**src/rtl/dot_matrix_pkg.sv**
```systemverilog
// Shared types, constants and pixel helpers for the 4x4 dot-matrix cursor controller.
package dot_matrix_pkg;

  localparam int unsigned MAT_DIM = 4;
  localparam int unsigned IDX_W   = 2;
  localparam int unsigned PIX_W   = 2 * IDX_W;
  localparam int unsigned NPIX    = MAT_DIM * MAT_DIM;

  typedef enum logic [1:0] {StOff, StReady, StMove, StHold} state_e;
  typedef enum logic [1:0] {DirUp, DirRight, DirDown, DirLeft} dir_e;

  function automatic logic [PIX_W-1:0] pix_idx(input logic [IDX_W-1:0] row,
                                                input logic [IDX_W-1:0] col);
    return PIX_W'(row) * PIX_W'(MAT_DIM) + PIX_W'(col);
  endfunction

  function automatic logic [NPIX-1:0] pix_mask(input logic [IDX_W-1:0] row,
                                               input logic [IDX_W-1:0] col);
    return NPIX'(1) << pix_idx(row, col);
  endfunction

endpackage

```
**src/rtl/dot_matrix_cursor_ctrl_scan.sv**
```systemverilog
// Row scanner: holds each row for SCAN_DIV cycles and drives one-hot row_sel with that row's
// frame bits on col_data. Outputs are zero while disabled.
module dot_matrix_scan
  import dot_matrix_pkg::*;
#(
  parameter int unsigned SCAN_DIV = 1000
) (
  input  logic                clk,
  input  logic                rst,
  input  logic                en,
  input  logic [NPIX-1:0]     frame,
  output logic [MAT_DIM-1:0]  row_sel,
  output logic [MAT_DIM-1:0]  col_data
);

  localparam int unsigned DivW = (SCAN_DIV > 1) ? $clog2(SCAN_DIV) : 1;
  localparam logic [DivW-1:0] DivMax = DivW'(SCAN_DIV - 1);

  logic [DivW-1:0]  div_q;
  logic [IDX_W-1:0] row_q;
  logic [IDX_W-1:0] row_nxt;

  assign row_nxt = row_q + IDX_W'(1);

  always_ff @(posedge clk) begin
    if (rst || !en) begin
      div_q    <= '0;
      row_q    <= '0;
      row_sel  <= '0;
      col_data <= '0;
    end else if (row_sel == '0) begin
      // First enabled cycle: start a full-length dwell on row 0.
      div_q    <= '0;
      row_q    <= '0;
      row_sel  <= MAT_DIM'(1);
      col_data <= frame[pix_idx(IDX_W'(0), IDX_W'(0)) +: MAT_DIM];
    end else if (div_q == DivMax) begin
      div_q    <= '0;
      row_q    <= row_nxt;
      row_sel  <= MAT_DIM'(1) << row_nxt;
      col_data <= frame[pix_idx(row_nxt, IDX_W'(0)) +: MAT_DIM];
    end else begin
      div_q    <= div_q + DivW'(1);
      col_data <= frame[pix_idx(row_q, IDX_W'(0)) +: MAT_DIM];
    end
  end

endmodule

```
**src/rtl/dot_matrix_cursor_ctrl.sv**
```systemverilog
// 4x4 dot-matrix cursor controller: button arbitration, wrap-around cursor, frame buffer, scan.
// Define DOT_MATRIX_TRAIL_EN to keep a trail of visited pixels in the frame.
module dot_matrix_cursor_ctrl
  import dot_matrix_pkg::*;
#(
  parameter int unsigned SCAN_DIV   = 1000,
  parameter int unsigned REPEAT_DLY = 5000000
) (
  input  logic               clk,
  input  logic               rst,
  input  logic               power,
  input  logic               up,
  input  logic               down,
  input  logic               left,
  input  logic               right,
  input  logic               clr,
  output logic [MAT_DIM-1:0] row_sel,
  output logic [MAT_DIM-1:0] col_data,
  output logic [IDX_W-1:0]   cur_row,
  output logic [IDX_W-1:0]   cur_col,
  output logic [NPIX-1:0]    frame
);

  localparam int unsigned RptW = (REPEAT_DLY > 1) ? $clog2(REPEAT_DLY) : 1;
  localparam logic [RptW-1:0] RptMax = RptW'(REPEAT_DLY - 1);

  state_e           state_q, state_d;
  dir_e             dir_q, dir_d, arb_dir;
  logic [IDX_W-1:0] row_q, row_d, col_q, col_d, mv_row, mv_col;
  logic [NPIX-1:0]  frame_q, frame_d;
  logic [RptW-1:0]  rpt_q, rpt_d;
  logic             btn_any;

  assign btn_any = up | down | left | right;

  always_comb begin
    if (up)         arb_dir = DirUp;
    else if (right) arb_dir = DirRight;
    else if (down)  arb_dir = DirDown;
    else            arb_dir = DirLeft;
  end

  always_comb begin
    mv_row = row_q;
    mv_col = col_q;
    unique case (dir_q)
      DirUp:    mv_row = row_q - IDX_W'(1);
      DirDown:  mv_row = row_q + IDX_W'(1);
      DirLeft:  mv_col = col_q - IDX_W'(1);
      DirRight: mv_col = col_q + IDX_W'(1);
      default:  ;
    endcase
  end

  always_comb begin
    state_d = state_q;
    dir_d   = dir_q;
    row_d   = row_q;
    col_d   = col_q;
    frame_d = frame_q;
    rpt_d   = rpt_q;
    if (!power) begin
      state_d = StOff;
      row_d   = '0;
      col_d   = '0;
      frame_d = '0;
      rpt_d   = '0;
    end else begin
      unique case (state_q)
        StOff: begin
          state_d = StReady;
          frame_d = NPIX'(1);
        end
        StReady: begin
          rpt_d = '0;
          if (clr) frame_d = pix_mask(row_q, col_q);
          if (btn_any) begin
            dir_d   = arb_dir;
            state_d = StMove;
          end
        end
        StMove: begin
          row_d   = mv_row;
          col_d   = mv_col;
`ifdef DOT_MATRIX_TRAIL_EN
          frame_d = frame_q | pix_mask(mv_row, mv_col);
`else
          frame_d = pix_mask(mv_row, mv_col);
`endif
          if (clr) frame_d = pix_mask(mv_row, mv_col);
          rpt_d   = '0;
          state_d = StHold;
        end
        StHold: begin
          if (clr) frame_d = pix_mask(row_q, col_q);
          if (!btn_any) begin
            rpt_d   = '0;
            state_d = StReady;
          end else if (rpt_q == RptMax) begin
            dir_d   = arb_dir;
            state_d = StMove;
          end else begin
            rpt_d = rpt_q + RptW'(1);
          end
        end
        default: state_d = StOff;
      endcase
    end
  end

  always_ff @(posedge clk) begin
    if (rst) begin
      state_q <= StOff;
      dir_q   <= DirUp;
      row_q   <= '0;
      col_q   <= '0;
      frame_q <= '0;
      rpt_q   <= '0;
    end else begin
      state_q <= state_d;
      dir_q   <= dir_d;
      row_q   <= row_d;
      col_q   <= col_d;
      frame_q <= frame_d;
      rpt_q   <= rpt_d;
    end
  end

  assign cur_row = row_q;
  assign cur_col = col_q;
  assign frame   = frame_q;

  // Scanner follows the next state and frame so it goes dark on the same edge as power drop.
  dot_matrix_scan #(
    .SCAN_DIV (SCAN_DIV)
  ) u_scan (
    .clk      (clk),
    .rst      (rst),
    .en       (state_d != StOff),
    .frame    (frame_d),
    .row_sel  (row_sel),
    .col_data (col_data)
  );

endmodule

```
**config.mk**
```make
export PLATFORM = sky130hd
export DESIGN_NAME = dot_matrix_cursor_ctrl
export DESIGN_NICKNAME = d
export VERILOG_FILES = /design/src/rtl/dot_matrix_pkg.sv /design/src/rtl/dot_matrix_cursor_ctrl_scan.sv /design/src/rtl/dot_matrix_cursor_ctrl.sv
export SDC_FILE = /design/constraint.sdc
export NUM_CORES = 1
export LEC_CHECK = 0
export BUFFER_PORTS_ARGS = -buffer_cell sky130_fd_sc_hd__buf_2
export CAP_MARGIN = 30
export CORE_MARGIN = 4
export CORE_UTILIZATION = 55
export CTS_CLUSTER_DIAMETER = 40
export DETAILED_ROUTE_END_ITERATION = 10
export GPL_TIMING_DRIVEN = 1
export PLACE_DENSITY = 0.82
export REMOVE_ABC_BUFFERS = 1
export SKIP_LAST_GASP = 1
export SYNTH_ARGS = -nofsm -noshare
export SYNTH_HDL_FRONTEND = slang
export SYNTH_SLANG_ARGS = --single-unit
```
**constraint.sdc**
```tcl
create_clock -name clk -period 5.3 [get_ports clk]
set_input_delay 0.53 -clock clk [delete_from_list [all_inputs] [get_ports clk]]
set_output_delay 0.53 -clock clk [all_outputs]
set_load 0.005 [all_outputs]
```
==> reports/results.tsv, run 1 <==
metric	value	unit
period utilisation layout	0.477	
Skew-Pair Late Insertion Delay	0.35	ns
vias per inst	5.92	
Post-Synth XOR/XNOR Area	0.0556	
Initial Util	0.566	
multi-input logic area	2330	um^2
CP max stage delay	0.62	ns
adder-cell share of the synthesized area	0.0358	
critical path's slowest cell	o21ai_1	
crit path cell chain	ha_1 > nand3_2 > or3_1 > o21ai_1 > buf_4 > nor2_1 > a31oi_1 > a311oi_1	
CTS Hold Bufs	0	
Final ANT Viol Nets	0	
skew final	0.0135	ns
top-area cell type share of the netlist area	0.349	
Fillers	583	
part of the power in registers	0.486	
fin cells	580	
Max transition margin	0.489	
worst hold stages	1	
final worst path period need	2.53	ns
# placed instances	564	
sw frac	0.242	
max capacitance violation total	0	
internal power	0.795	mW
HP Class	reg -> reg	
gr ovfl total	0	
Slew Limit Fails	0	
fmax	0.396	GHz
gpl congestion	0.907	
largest net degree at the start of global routing	33	
worst r2r path cells	8	
Area Growth Syn to Fin	10.0	%
top-count cell post-synth	nor2_1	
Reg-to-Reg End	rpt_q[21]	
Post-Synth Simple-Gate Area	0.284	
asr flop ratio synth	0	
status	finished, final reports clean	
residual DRC count	0	
post-synthesis mux area share	0.0348	
# setup viols final	0	
PwrDens	248	nW/um^2
core area	6790	um^2
Critical Path RT	5.52	ns
top_reg_cell synth	dfxtp_1	
die span in x	91.6	um
Fin Setup TNS	0	ns
post-cts sizing count	0	
RR Startpoint	rpt_q[0]	
Seq. cell area	1340	um^2
Wirelength per Cell	14.8	um
Synth area leader	dfxtp_1	
P_sw	0.254	mW
Detailed Route Iter0 Violations	230	
CTS root buf	clkbuf_8	
fraction of layout cells with a size suffix above 1	0.153	
Critical Path Fanout Max	12	
Leakage	1.56	nW
# rows	30	
initial antenna violation count	0	
TritonCTS clock tree	built	
CP Launch Type	flip-flop	
Routed WL	8.59	mm
Synth Area in Compound Gates	0.196	
Post-Syn Area per Cell	8.41	um^2
post-DP HPWL	6.00	mm
worst vdd ir	0.125	mV
Max Buffers Root-to-Sink	2	
crit path kind	reg -> reg	
H-tree depth	3	
post-CTS setup buffer count	0	
top cells by instance count after synthesis	68 x nor2_1, 67 x dfxtp_1, 41 x a21oi_1	
Ys Warns	0	
die height	91.6	um
vias in the first global route	3163	
Clock Power Share	0.460	
Post-synth EDFFs	0	
clk sink count	67	
# nets final	498	
leading cell types by total area after synthesis	dfxtp_1 35%, nor2_1 6.6%, a21oi_1 5.3%	
Comb power frac	0.054	
Seq cells post-synth	67	
Critical Path Sink Type	flip-flop	
Critical Path AT	2.75	ns
synthesized area	3840	um^2
Worst-Margin Slew	0.762	ns
n_diodes	0	
I/O pin total	36	
# port buffers	35	
combinational family with the most area after synthesis	simple AND/OR/NAND/NOR gates	
hold path endpoint	u_scan.div_q[0]	
endpoints failing hold	0	
Cell variety after synth	62	
drt pass-1 iters	5	
Worst R2R Setup Slack	2.77	ns
hold path startpoint	u_scan.div_q[0]	
vias	3431	
TritonCTS Buffers	9	
DIE AREA	8390	um^2
Design Power	1.05	mW
register area share after synthesis	0.349	
first-pass GRT wire length	14.8	mm
Worst-path clk slew	0.07	ns
unrepaired setup endpoints after global routing	no	
post-synthesis cell count	457	
Total Routing Usage GR	0.214	
[routing by layer]
| metal | part of all wire | wire [um] | global-route usage |
|---|---|---|---|
| met2 | 0.49 | 4200 | 0.356 |
| met3 | 0.046 | 399 | 0.0427 |
| met5 | 0 | 0 | 0 |
| met4 | 0.024 | 208 | 0.0942 |
| met1 | 0.44 | 3780 | 0.266 |
[cell type report]
| cell class | count | share of cell area |
|---|---|---|
| Multi-Input combinational cell | 357 | 0.551 |
| Sequential cell | 67 | 0.317 |
| Timing Repair Buffer | 37 | 0.0450 |
| Clock buffer | 9 | 0.0293 |
| Tap cell | 96 | 0.0284 |
| Clock inverter | 7 | 0.0234 |
| Inverter | 7 | 0.00621 |
[worst max-delay path, delay by kind of cell (launching register included)]
family	cells	cell delay, ns
adders and majority gates	1	0.24
and+or+nand+nor	3	0.59
AOI/OAI and AO/OA	3	0.89
buffers and inverters	1	0.28
DFF	1	0.40
[registers in the layout, summed over array words and instances (netlist names)]
signal	cells
dir_q	2
rpt_q	23
frame	16
u_scan.row_q	2
cur_col	2
state_q	2
u_scan.row_sel	4
u_scan.col_data	4
cur_row	2
u_scan.div_q	10
[worst max path at each step]
| stage | from | endpoint | slack (ns) | cells past startpoint |
|---|---|---|---|---|
| 2_1_floorplan | rpt_q[0] | rpt_q[16] | 3.00 | 7 |
| 3_3_place_gp | rpt_q[0] | rpt_q[14] | 2.65 | 7 |
| 3_5_place_dp | down | u_scan.div_q[1] | 2.70 | 7 |
| 4_1_cts | u_scan.div_q[0] | u_scan.col_data[3] | 2.82 | 6 |
| 5_1_grt | u_scan.div_q[0] | u_scan.col_data[3] | 2.57 | 6 |
| 6_report | rpt_q[0] | rpt_q[21] | 2.77 | 8 |
[cell usage in the layout, fill, tap and decap left out, drive strengths merged, types with 3 or more instances in the layout]
| cell | count |
|---|---|
| nand2b | 5 |
| or4 | 5 |
| nor4 | 3 |
| xor2 | 8 |
| mux2i | 10 |
| nor2b | 26 |
| mux2 | 3 |
| or2 | 3 |
| nor2 | 68 |
| clkbuf | 9 |
| a2bb2oi | 7 |
| buf | 37 |
| a41oi | 6 |
| inv | 10 |
| a211oi | 5 |
| a31oi | 14 |
| o21ai | 22 |
| xnor2 | 5 |
| dfxtp | 67 |
| nand2 | 19 |
| and3 | 8 |
| o2bb2ai | 4 |
| or3b | 3 |
| nand4 | 7 |
| nor3 | 6 |
| a21oi | 41 |
| nand4b | 4 |
| or3 | 8 |
| o22ai | 4 |
| nand3b | 8 |
| ha | 11 |
| nand3 | 19 |
[logic make-up after synthesis]
| family | after synthesis |
|---|---|
| and+or+nand+nor | 200 |
| AOI/OAI and AO/OA | 116 |
| DFF | 67 |
| buffers and inverters | 33 |
| xor gates and xnor gates | 17 |
| muxes | 13 |
| adders and majority gates | 11 |
[power groups by stage]
stage	logic (mW)	registers, mW	clock network (mW)
after floorplan	0.0343	0.521	0
after global placement	0.0545	0.522	0
after detailed placement	0.0563	0.522	0
after CTS	0.0563	0.510	0.492
after global routing	0.0629	0.511	0.518
final	0.0568	0.510	0.482
[per-stage QoR]
stage                     hold WS (ns)  cell area (um^2)  utilization  worst slack [ns]
after floorplan                  0.430              3700            -              3.00
after global placement           0.447              4000        0.589              2.65
after detailed placement         0.453              4010        0.590              2.70
after CTS                        0.471              4230        0.623              2.82
after global routing             0.516              4230        0.623              2.57
final                            0.472              4230        0.623              2.77
(Power assumes the default switching activity.)
==> inputs of run 2 (changes only) <==
Settings changed: CORE_UTILIZATION 55 to 54, PLACE_DENSITY 0.82 to 0.84.
Clock period 5.3 ns to 2.3 ns, I/O delays scaled along.
==> run 2 against run 1 <==
Clock power is 130% higher. Die area is 1.7% higher. Hold slack worse by 0.23 ns. Largest cell class unchanged. Largest power group unchanged.
==> reports/results.tsv, run 2 (same netlist as run 1, synthesis figures left out) <==
metric	value	unit
Critical Path RT	2.58	ns
Max Buffers Root-to-Sink	2	
unrepaired setup endpoints after global routing	no	
Skew-Pair Late Insertion Delay	0.35	ns
residual DRC count	0	
gr ovfl total	0	
skew final	0.0111	ns
fin cells	604	
Hold WS	0.242	ns
DIE AREA	8530	um^2
Critical Path Fanout Max	8	
Routed WL	9.46	mm
Worst-Margin Slew	0.841	ns
RR Startpoint	cur_col[0]	
vias in the first global route	3445	
gpl congestion	0.944	
Wirelength per Cell	15.7	um
CTS root buf	clkbuf_8	
first-pass GRT wire length	15.4	mm
# nets final	522	
Slew Limit Fails	0	
Total Routing Usage GR	0.221	
Detailed Route Iter0 Violations	295	
Leakage	1.69	nW
start point of the critical path	cur_col[0]	
Critical Path AT	2.50	ns
internal power	1.84	mW
TritonCTS Buffers	9	
PwrDens	542	nW/um^2
Final ANT Viol Nets	0	
Max transition margin	0.434	
H-tree depth	3	
endpoints failing hold	0	
P_sw	0.592	mW
Worst R2R Setup Slack	0.08	ns
Worst-path clk slew	0.08	ns
period utilisation layout	0.964	
max capacitance violation total	0	
die span in x	92.4	um
# rows	30	
initial antenna violation count	0	
largest net degree at the start of global routing	33	
post-DP HPWL	6.63	mm
sw frac	0.243	
drt pass-1 iters	5	
# setup viols final	0	
fmax	0.451	GHz
Area Growth Syn to Fin	17.0	%
vias	3598	
most frequent cells in the layout	68 x nor2_1, 65 x dfxtp_1, 40 x a21oi_1	
Largest register FFs	23	
Top reg by flops	rpt_q	
# port buffers	35	
die height	92.4	um
status	finished, final reports clean	
fraction of layout cells with a size suffix above 1	0.219	
Critical Path Sink Type	flip-flop	
part of the power in registers	0.483	
n_diodes	0	
final worst path period need	2.22	ns
crit path kind	reg -> reg	
TritonCTS clock tree	built	
HP Class	in -> reg	
Initial Util	0.560	
I/O pin total	36	
vias per inst	5.96	
worst vdd ir	0.286	mV
core area	6870	um^2
most common cell after layout, fill and taps aside	nor2_1	
Comb power frac	0.063	
# placed instances	586	
CP Launch Type	flip-flop	
Clock Power Share	0.455	
hold path startpoint	up	
clk sink count	67	
-- run 2: layer usage --
layer  vias to the layer above  part of all wire  track usage
met5                         -                 0            0
met3                        26             0.048       0.0422
li1                       1754                 -            -
met1                      1702              0.43        0.255
met2                       116              0.50        0.389
met4                         0             0.028        0.106
-- run 2: worst max-delay path, stage by stage (launching register included) --
cell	delay, ns
dfxtp_1	0.50
xnor3_1	0.50
o22ai_1	0.43
o2bb2ai_1	0.21
mux2i_1	0.11
mux2_2	0.26
a21oi_1	0.13
-- run 2: worst paths after layout --
kind,endpoint,cells after the start
max,u_scan.col_data[2],6
min,dir_q[0],4
max reg2reg,u_scan.col_data[2],6
min reg2reg,u_scan.div_q[0],1
-- run 2: cell type report --
type / count / area, um^2
multi-input cells: 357 / 2400
fillers: 544 / 2370
flip-flops and latches: 67 / 1340
repair buffers: 61 / 383
clock buffers: 9 / 124
well taps: 96 / 120
clock inverters: 7 / 101
inverters: 7 / 26.3
-- run 2: repair_timing --
| action | in CTS | in global routing |
|---|---|---|
| gates resized for setup | 2 | 15 |
| buffers inserted | 0 | 2 |
| hold buffers | 0 | 0 |
| cloned | 0 | 0 |
| setup endpoints to repair | 7 | 23 |
| pin swaps | 0 | 1 |
-- run 2: power groups by stage --
stage | clock network [mW] | registers [mW] | logic, mW
finish | 1.11 | 1.18 | 0.153
CTS | 1.12 | 1.17 | 0.148
detailed placement | 0 | 1.20 | 0.146
global route | 1.17 | 1.18 | 0.166
global placement | 0 | 1.20 | 0.141
floorplan | 0 | 1.20 | 0.0789
-- run 2: metrics by stage --
step           setup TNS (ns)  worst slack [ns]  area, um^2  power [mW]  utilization
2_1_floorplan               0           0.00349        3700        1.28            -
3_3_place_gp                0            0.0687        4190        1.34        0.609
3_5_place_dp          -0.0341           -0.0172        4190        1.35        0.609
4_1_cts                     0           0.00624        4410        2.44        0.642
5_1_grt                     0            0.0148        4500        2.51        0.655
6_report                    0            0.0836        4500        2.44        0.655
